<file path="config.mk">
export PLATFORM = sky130hd
export DESIGN_NAME = uart_rx
export DESIGN_NICKNAME = d
export VERILOG_FILES = /design/src/rtl/uart_rx.sv
export SDC_FILE = /design/constraint.sdc
export NUM_CORES = 1
export LEC_CHECK = 0
export CAP_MARGIN = 20
export CORE_AREA = 2 2 61 63
export CTS_BUF_LIST = sky130_fd_sc_hd__clkbuf_8
export CTS_CLUSTER_SIZE = 24
export DETAILED_ROUTE_END_ITERATION = 6
export DIE_AREA = 0 0 63 65
export GPL_ROUTABILITY_DRIVEN = 0
export PLACE_DENSITY = 0.69
export SKIP_LAST_GASP = 1
export SLEW_MARGIN = 20
export SYNTH_ARGS = -nofsm -noshare
export SYNTH_HDL_FRONTEND = slang
export SYNTH_SLANG_ARGS = --single-unit
</file>
<file path="constraint.sdc">
create_clock -name clk -period 2.5 [get_ports clk]
set_input_delay 0.625 -clock clk [delete_from_list [all_inputs] [get_ports clk]]
set_output_delay 0.625 -clock clk [all_outputs]
set_load 0.1 [all_outputs]
</file>
<file path="src/rtl/uart_rx.sv">
// rtl/uart_rx.sv - 8N1 UART receiver; optional even parity via UART_RX_PARITY_EN
module uart_rx #(
    parameter int CLKS_PER_BIT = 434
) (
    input  logic       clk,
    input  logic       rst,
    input  logic       i_RX_Serial,
    output logic       o_RX_DV,
    output logic [7:0] o_RX_Byte,
    output logic       o_RX_Active,
    output logic       o_Frame_Err,
    output logic       o_Parity_Err
);

    localparam int CW = $clog2(CLKS_PER_BIT);
    localparam logic [CW-1:0] HALF_CNT = CW'((CLKS_PER_BIT - 1) / 2);
    localparam logic [CW-1:0] LAST_CNT = CW'(CLKS_PER_BIT - 1);

    typedef enum logic [2:0] {
        S_IDLE,
        S_START,
        S_DATA,
`ifdef UART_RX_PARITY_EN
        S_PARITY,
`endif
        S_STOP,
        S_CLEANUP
    } state_t;

    state_t          r_state;
    state_t          w_next;
    logic            r_sync1;
    logic            r_sync2;
    logic            w_rx_s;
    logic [CW-1:0]   r_cnt;
    logic [2:0]      r_bit_idx;
    logic [7:0]      r_shift;
    logic            r_dv;
    logic [7:0]      r_byte;
    logic            r_active;
    logic            r_fe;
    logic            w_cnt_run;
    logic            w_shift_en;
    logic            w_stop_en;
    logic            w_bit_tick;
    logic            w_half_tick;

`ifdef UART_RX_PARITY_EN
    logic            r_par_bad;
    logic            r_pe;
    logic            w_par_en;
`endif

    assign w_rx_s      = r_sync2;
    assign w_bit_tick  = (r_cnt == LAST_CNT);
    assign w_half_tick = (r_cnt == HALF_CNT);

    // Two-flop synchronizer for the asynchronous serial line; idles high
    always_ff @(posedge clk or negedge rst) begin
        if (!rst) begin
            r_sync1 <= 1'b1;
            r_sync2 <= 1'b1;
        end else begin
            r_sync1 <= i_RX_Serial;
            r_sync2 <= r_sync1;
        end
    end

    // FSM state register
    always_ff @(posedge clk or negedge rst) begin
        if (!rst) begin
            r_state <= S_IDLE;
        end else begin
            r_state <= w_next;
        end
    end

    // Next-state and per-cycle control decode
    always_comb begin
        w_next     = r_state;
        w_cnt_run  = 1'b0;
        w_shift_en = 1'b0;
        w_stop_en  = 1'b0;
`ifdef UART_RX_PARITY_EN
        w_par_en   = 1'b0;
`endif
        case (r_state)
            S_IDLE: begin
                if (!w_rx_s) begin
                    w_next = S_START;
                end
            end
            S_START: begin
                w_cnt_run = 1'b1;
                if (w_half_tick) begin
                    // Mid-start-bit check: a line already back high was a glitch
                    w_cnt_run = 1'b0;
                    w_next    = w_rx_s ? S_IDLE : S_DATA;
                end
            end
            S_DATA: begin
                w_cnt_run = 1'b1;
                if (w_bit_tick) begin
                    w_cnt_run  = 1'b0;
                    w_shift_en = 1'b1;
                    if (r_bit_idx == 3'd7) begin
`ifdef UART_RX_PARITY_EN
                        w_next = S_PARITY;
`else
                        w_next = S_STOP;
`endif
                    end
                end
            end
`ifdef UART_RX_PARITY_EN
            S_PARITY: begin
                w_cnt_run = 1'b1;
                if (w_bit_tick) begin
                    w_cnt_run = 1'b0;
                    w_par_en  = 1'b1;
                    w_next    = S_STOP;
                end
            end
`endif
            S_STOP: begin
                w_cnt_run = 1'b1;
                if (w_bit_tick) begin
                    w_cnt_run = 1'b0;
                    w_stop_en = 1'b1;
                    w_next    = S_CLEANUP;
                end
            end
            S_CLEANUP: begin
                // Hold here through a break so a stuck-low line yields nothing more
                if (w_rx_s) begin
                    w_next = S_IDLE;
                end
            end
            default: begin
                w_next = S_IDLE;
            end
        endcase
    end

    // Bit-period counter and data bit index
    always_ff @(posedge clk or negedge rst) begin
        if (!rst) begin
            r_cnt     <= '0;
            r_bit_idx <= 3'd0;
        end else begin
            r_cnt <= w_cnt_run ? (r_cnt + CW'(1)) : '0;
            if (r_state == S_IDLE) begin
                r_bit_idx <= 3'd0;
            end else if (w_shift_en) begin
                r_bit_idx <= r_bit_idx + 3'd1;
            end
        end
    end

    // LSB-first shift register
    always_ff @(posedge clk or negedge rst) begin
        if (!rst) begin
            r_shift <= 8'h00;
        end else if (w_shift_en) begin
            r_shift[r_bit_idx] <= w_rx_s;
        end
    end

`ifdef UART_RX_PARITY_EN
    // Even parity check: the parity bit must equal the XOR of the data bits
    always_ff @(posedge clk or negedge rst) begin
        if (!rst) begin
            r_par_bad <= 1'b0;
        end else if (r_state == S_IDLE) begin
            r_par_bad <= 1'b0;
        end else if (w_par_en) begin
            r_par_bad <= w_rx_s ^ (^r_shift);
        end
    end
`endif

    // Registered result strobes and byte latch; framing error wins over parity
    always_ff @(posedge clk or negedge rst) begin
        if (!rst) begin
            r_dv   <= 1'b0;
            r_fe   <= 1'b0;
            r_byte <= 8'h00;
`ifdef UART_RX_PARITY_EN
            r_pe   <= 1'b0;
`endif
        end else begin
            r_dv <= 1'b0;
            r_fe <= 1'b0;
`ifdef UART_RX_PARITY_EN
            r_pe <= 1'b0;
`endif
            if (w_stop_en) begin
                if (!w_rx_s) begin
                    r_fe <= 1'b1;
                end
`ifdef UART_RX_PARITY_EN
                else if (r_par_bad) begin
                    r_pe <= 1'b1;
                end
`endif
                else begin
                    r_dv   <= 1'b1;
                    r_byte <= r_shift;
                end
            end
        end
    end

    // Activity flag: high once the start bit is confirmed until back in IDLE
    always_ff @(posedge clk or negedge rst) begin
        if (!rst) begin
            r_active <= 1'b0;
        end else begin
            r_active <= (w_next != S_IDLE) && (w_next != S_START);
        end
    end

    assign o_RX_DV     = r_dv;
    assign o_RX_Byte   = r_byte;
    assign o_RX_Active = r_active;
    assign o_Frame_Err = r_fe;
`ifdef UART_RX_PARITY_EN
    assign o_Parity_Err = r_pe;
`else
    assign o_Parity_Err = 1'b0;
`endif

endmodule
</file>
==> impl_results.md, run 1 <==
- Critical path launch point type: register
- Min cycle time layout: 2.01 ns
- Hold Violations, Final: 0
- PortBufs: 13
- Post-synth top area share: 0.476
- Gr ovfl total: 0
- Routed WL per cell: approximately 15 um
- Drt first pass iters: 4
- Skew final: 0.00546 ns
- Yosys warning count: 0
- Die Width: approximately 63 um
- Slew Limit Fails: 0
- HPWL after DPL: around 2.2 mm
- I/O pin count: 15
- Vias in the first global route: 1,289
- Initial antenna violation count: 0
- Number of synthesized register bits: 36
- Via count: ~1.3k
- # setup viols final: 0
- PostCTS Resize Cnt: 0
- Total power: 1.02 mW
- Total die area: roughly 4000 um2
- Worst R2R Setup Slack: 0.49 ns
- FMAX: 0.498 GHz
- Clk Tree Root Cell: clkbuf_8
- WL final: 3.17 mm
- Post-synth cell types: 45
- CP delay by family, top: simple AND/OR/NAND/NOR gates
- CP max FO: 9
- Worst min-delay path category: register to register
- P_leak: 0.924 nW
- Syn_area_per_cell: 11.8 um2
- Outcome: complete, no violations
- Clk slew on worst S/H paths: around 0.07 ns
- Setup bufs post-CTS: 0
- TritonCTS Buffers: 5
- Dpl ws: between 0.5 and 0.6 ns
- Gr usage total: 0.178
- RSZ-0062 raised after global routing: false
- Drt via density: 5.92
- Core Box Area: around 3500 um2
- Critical path, cell by cell: inv_1 > ha_1 > nand4bb_1 > nor3_4 > mux2_2
- Cell area after synthesis: about 1800 um2
- Antenna-violating nets left: 0
- Post-synthesis sequential area ratio: 0.505
- Most frequent cells in the layout: 34 x dfrtp_1, 16 x mux2_2, 13 x buf_4, 11 x nand4_1, 8 x o21ai_0
- Post-synth top area cell: dfrtp_1
- CP arrival: approximately 2.2 ns
- Worst-Margin Slew: approximately 0.76 ns
- Synthesized net count: about 160
- Rel. slew slack: 0.487
- Rows: 22
- Post-route setup slack: between 0.4 and 0.5 ns
- Synthesized instance count: around 150
- Final worst path period share: 0.803
- H-tree Lvls: 2
- CTS tree: built
- Clock Sink Count: 36
- Initial Util: 0.512
- Largest net degree at the start of global routing: 37
- Fin Setup TNS: 0 ns
- Die Ht: between 60 and 70 um
- Non-filler cells, final: 213
- Worst path required time: 2.67 ns
- Placed insts: 205
- Post-CTS Hold Fix Bufs: 0
- Slowest cell on crit path: nor3_4
- WS Path Type: register to register
- DRC violations left: 0
- Clock latency on the worst-skew pair: 0.28 ns
- Ranking of synthesized cells by area: dfrtp_1 48%, mux2_2 10%, nand4_1 3.8%
- Slowest cell delay on critical path: roughly 0.52 ns
- First-pass GRT wire length: ~5.7 mm
- NumNets Final: between 150 and 200
- Worst vdd ir: 0.000229 V
- PD cells: just over 500 nW/um2
- Share of cells above drive strength 1: 0.297
- Critical path buffer and inverter count: 1
- Diode count: 0
- Area Overhead vs Synth: 12.6%
- CP Capture Type: register
- Total of max-cap violations: 0
- Initial DRC count: 44
- Clock tree buffer depth: 2
- Hold_ws: ~0.36 ns
- Leading cell type in the layout, fill and taps excluded: dfrtp_1
[power breakdown]
| group | internal, mW | switching, mW |
|---|---|---|
| Sequential | 0.585 | 0.00329 |
| Clock | 0.220 | 0.194 |
| Combinational | 0.00399 | 0.0175 |
[sequential cells by signal, indices dropped and copies added, names as in the netlist]
name / flops
o_RX_Active: 1
r_sync1: 1
r_state: 3
o_RX_DV: 1
r_sync2: 1
r_shift: 8
r_bit_idx: 3
r_cnt: 9
o_RX_Byte: 8
o_Frame_Err: 1
[layout make-up]
class,instances,area (um2)
Fill cell,287,1480
Sequential cell,36,903
Multi-Input combinational cell,100,818
Timing Repair Buffer,15,118
Clock buffer,6,82.6
Tap cell,48,60.1
Inverter,6,22.5
Clock inverter,2,10.0
[synthesized netlist by cell type, drive strengths merged]
library cell	n
buf	6
nand4b	3
conb	1
nand3	4
nand4	11
clkbuf	3
nor4b	1
nor2	2
a21boi	1
nand4bb	1
nor3	2
o311ai	1
nor4bb	1
ha	5
and4b	1
mux2	16
o31ai	1
nand2	4
nor2b	4
a21oi	4
nor4	2
a22oi	4
xnor2	2
o211ai	8
or4b	1
or4	1
a2bb2oi	1
a22o	1
dfstp	2
and4bb	1
or4bb	1
inv	6
xor2	1
and2	1
o21ai	9
or3	4
dfrtp	34
[cells by family after synthesis]
group | Yosys count | synth area share
simple gates | 45 | 0.188
flops | 36 | 0.505
compound gates | 30 | 0.117
mux | 16 | 0.101
buf+inv | 15 | 0.0378
fa+ha+maj | 5 | 0.0350
xor+xnor | 3 | 0.0147
other cells | 1 | 0.00210
[metal layers]
layer	up-vias	share of wire	global-route usage
li1	596	-	-
met2	24	0.51	0.315
met4	0	0.020	0.0833
met5	-	0	0
met3	8	0.035	0.0347
met1	634	0.43	0.209
[through the flow]
| step | area (um2) | utilization |
|---|---|---|
| after floorplan | 1790 | - |
| after global placement | 1920 | 0.550 |
| after detailed placement | 1920 | 0.550 |
| after CTS | 2010 | 0.576 |
| after global routing | 2010 | 0.576 |
| final | 2010 | 0.576 |
[final timing paths]
| path | from | to | cells past startpoint |
|---|---|---|---|
| min reg2reg | r_sync1 | r_sync2 | 0 |
| max | r_cnt[1] | o_RX_Byte[7] | 5 |
| min in group asynchronous | rst | r_shift[6] | 2 |
| min | r_sync1 | r_sync2 | 0 |
| max in group asynchronous | rst | r_sync1 | 2 |
| max reg2reg | r_cnt[1] | o_RX_Byte[7] | 5 |
(Power assumes the default switching activity.)
==> run 2, diff against run 1 <==
- PLACE_DENSITY: 0.69 -> 0.72
- clock period: 2.5 -> 1.8 ns (I/O delays scaled with it)
==> run 2 against run 1 <==
  * Die area is the same
  * Hold slack improved by 0.00096 ns
  * Count of clock-buffer cells in the layout unchanged
  * Sequential power increased by 38%
  * Sequential share of layout area decreased by 4.8 points
  * Clock power grew 41%
  * Combinational power increased by 80%
  * Global-route usage increased by 0.35 points
  * Register-to-register slack worse by 0.38 ns
  * First-iteration DRC count grew 18%
  * Cell area increased by 12%
  * Largest cell class unchanged
  * Highest routed layer unchanged
==> impl_results.md, run 2 (synthesis results as in run 1) <==
- Drt first pass iters: 4 (unchanged)
- H-tree Lvls: 2 (unchanged)
- Fin Setup TNS: 0 ns (unchanged)
- Gr ovfl total: 0 (unchanged)
- Hold Crit Start: r_sync1
- Antenna-violating nets left: 0 (unchanged)
- FMAX: 0.593 GHz (+19%)
- Slew Limit Fails: 0 (unchanged)
- Number of flip-flops in the largest register: 9 (unchanged)
- TritonCTS Buffers: 5 (unchanged)
- WS Path Type: register to register
- CP max FO: 4 (-5)
- DRC violations left: 0 (unchanged)
- Dpl cell area: 2150 um2 (+12%)
- Clock Sink Count: 36 (unchanged)
- P_leak: 1.00 nW (+8.4%)
- Setup bufs post-CTS: 0 (unchanged)
- Clk Tree Root Cell: clkbuf_8
- Gr usage total: 0.182 (+0.00348)
- Final Core Density: 0.645 (+0.0684)
- Initial Util: 0.512 (unchanged)
- Routed WL per cell: 14.7 um (-1.1%)
- Clock tree buffer depth: 2 (unchanged)
- Critical path, cell by cell: inv_1 > ha_1 > nand4bb_1 > or4_4 > o311ai_2
- CP arrival: 1.88 ns (-0.30 ns)
- Min cycle time layout: 1.69 ns (-0.319 ns)
- Reg-to-reg startpoint: r_cnt[1]
- PortBufs: 13 (unchanged)
- First-pass GRT wire length: 5.70 mm (+0.37%)
- Outcome: complete, no violations
- Slowest cell on crit path: or4_4
- PD cells: 637 nW/um2 (+25%)
- Final worst path period share: 0.938 (+0.135)
- Leading cell type in the layout, fill and taps excluded: dfrtp_1
- Slowest cell delay on critical path: 0.50 ns (-0.02 ns)
- Worst vdd ir: 0.000522 V (+130%)
- HPWL after DPL: 2.27 mm (+4.3%)
- Critical path buffer and inverter count: 1 (unchanged)
- I/O pin count: 15 (unchanged)
- Area Overhead vs Synth: 25.9%
- Skew final: 0.00749 ns (+0.00202 ns)
- NumNets Final: 181 (+5.2%)
- Total of max-cap violations: 0 (unchanged)
- Share of cells above drive strength 1: 0.333 (+0.0364)
- Clock latency on the worst-skew pair: 0.29 ns (about the same)
- Post-CTS Hold Fix Bufs: 0 (unchanged)
- Diode count: 0 (unchanged)
- Critical path launch point type: register
- Most frequent cells in the layout: 34 x dfrtp_1, 16 x mux2_2, 13 x buf_12, 11 x nand4_1, 9 x buf_4
- Drt via density: 5.66 (-4.4%)
- Fin area: 2250 um2 (+12%)
- Total die area: 4100 um2 (unchanged)
- Die Width: 63 um (unchanged)
- CP Capture Type: register
- RSZ-0062 raised after global routing: false
- Initial antenna violation count: 0 (unchanged)
- Critical path launch point: r_cnt[1]
- Most flop-heavy register: r_cnt
- Worst min-delay path category: register to register
- Die Ht: 65 um (unchanged)
- Worst path required time: 1.99 ns (-0.68 ns)
- Rows: 22 (unchanged)
- Clk slew on worst S/H paths: 0.07 ns (about the same)
- Initial DRC count: 52 (+18%)
- Vias in the first global route: 1,261 (-2.2%)
- # setup viols final: 0 (unchanged)
- CTS tree: built
- Via count: 1,257 (-0.40%)
- Core Box Area: 3500 um2 (unchanged)
- WL final: 3.26 mm (+3.1%)
- Hold Violations, Final: 0 (unchanged)
- CP delay by family, top: simple AND/OR/NAND/NOR gates
- Largest net degree at the start of global routing: 37 (unchanged)
-- run 2: cell count changes in the layout (fill, tap and decap cells not counted) --
cell	before	now
o211ai_2	1	0
o211ai_4	0	1
buf_12	0	13
buf_4	13	9
-- run 2: cell type report --
cell class              instances  area (um2)
fillers                       290        1240
flip-flops and latches         36         903
multi-input cells             100         827
repair buffers                 24         348
clock buffers                   6        82.6
well taps                      48        60.1
inverters                       6        22.5
clock inverters                 2        10.0
-- run 2: final timing paths --
kind | slack, ns | depth (start not counted) | end
setup reg to reg | 0.11 | 5 | r_bit_idx[0]
hold reg to reg | 0.36 | 0 | r_sync2
min in group asynchronous | 0.53 | 2 | r_shift[5]
hold / removal | 0.36 | 0 | r_sync2
setup / recovery | 0.11 | 5 | r_bit_idx[0]
max in group asynchronous | 1.02 | 2 | r_sync2
-- run 2: worst reg2reg max path: cells and delay by family, from the launching register on --
kind,cells,cell delay [ns]
adder cells (fa/ha/maj),1,0.16
AO/OA/AOI/OAI,1,0.22
AND/OR/NAND/NOR,2,0.71
flip-flops,1,0.41
buffers and inverters,1,0.09
-- run 2: layer usage --
metal  vias to the layer above  GRT usage  wire, um
met3                         5     0.0608       122
li1                        607          -         -
met4                         0     0.0833        67
met2                        20      0.309      1610
met5                         -          0         0
met1                       625      0.208      1470
-- run 2: what timing repair did --
action | CTS | global route
hold endpoints to repair | 0 | 0
gates resized for setup | 0 | 1
endpoints found under the setup margin | 0 | 8
-- run 2: report_power, final --
part	internal, mW	switching (mW)	total [mW]	leakage (nW)
combinational	0.0100	0.0285	0.0385	0.469
sequential	0.813	0.00173	0.815	0.481
clock	0.305	0.278	0.583	0.0510
-- run 2: through the flow --
step	power [mW]	instances	hold WS [ns]	setup slack, ns
6_report	1.44	222	0.357	0.112
5_1_grt	1.50	222	0.367	0.0141
4_1_cts	1.45	222	0.357	0.0644
3_5_place_dp	0.870	214	0.348	0.0765
3_3_place_gp	0.868	214	0.346	0.0970
2_1_floorplan	0.843	151	0.154	0.136
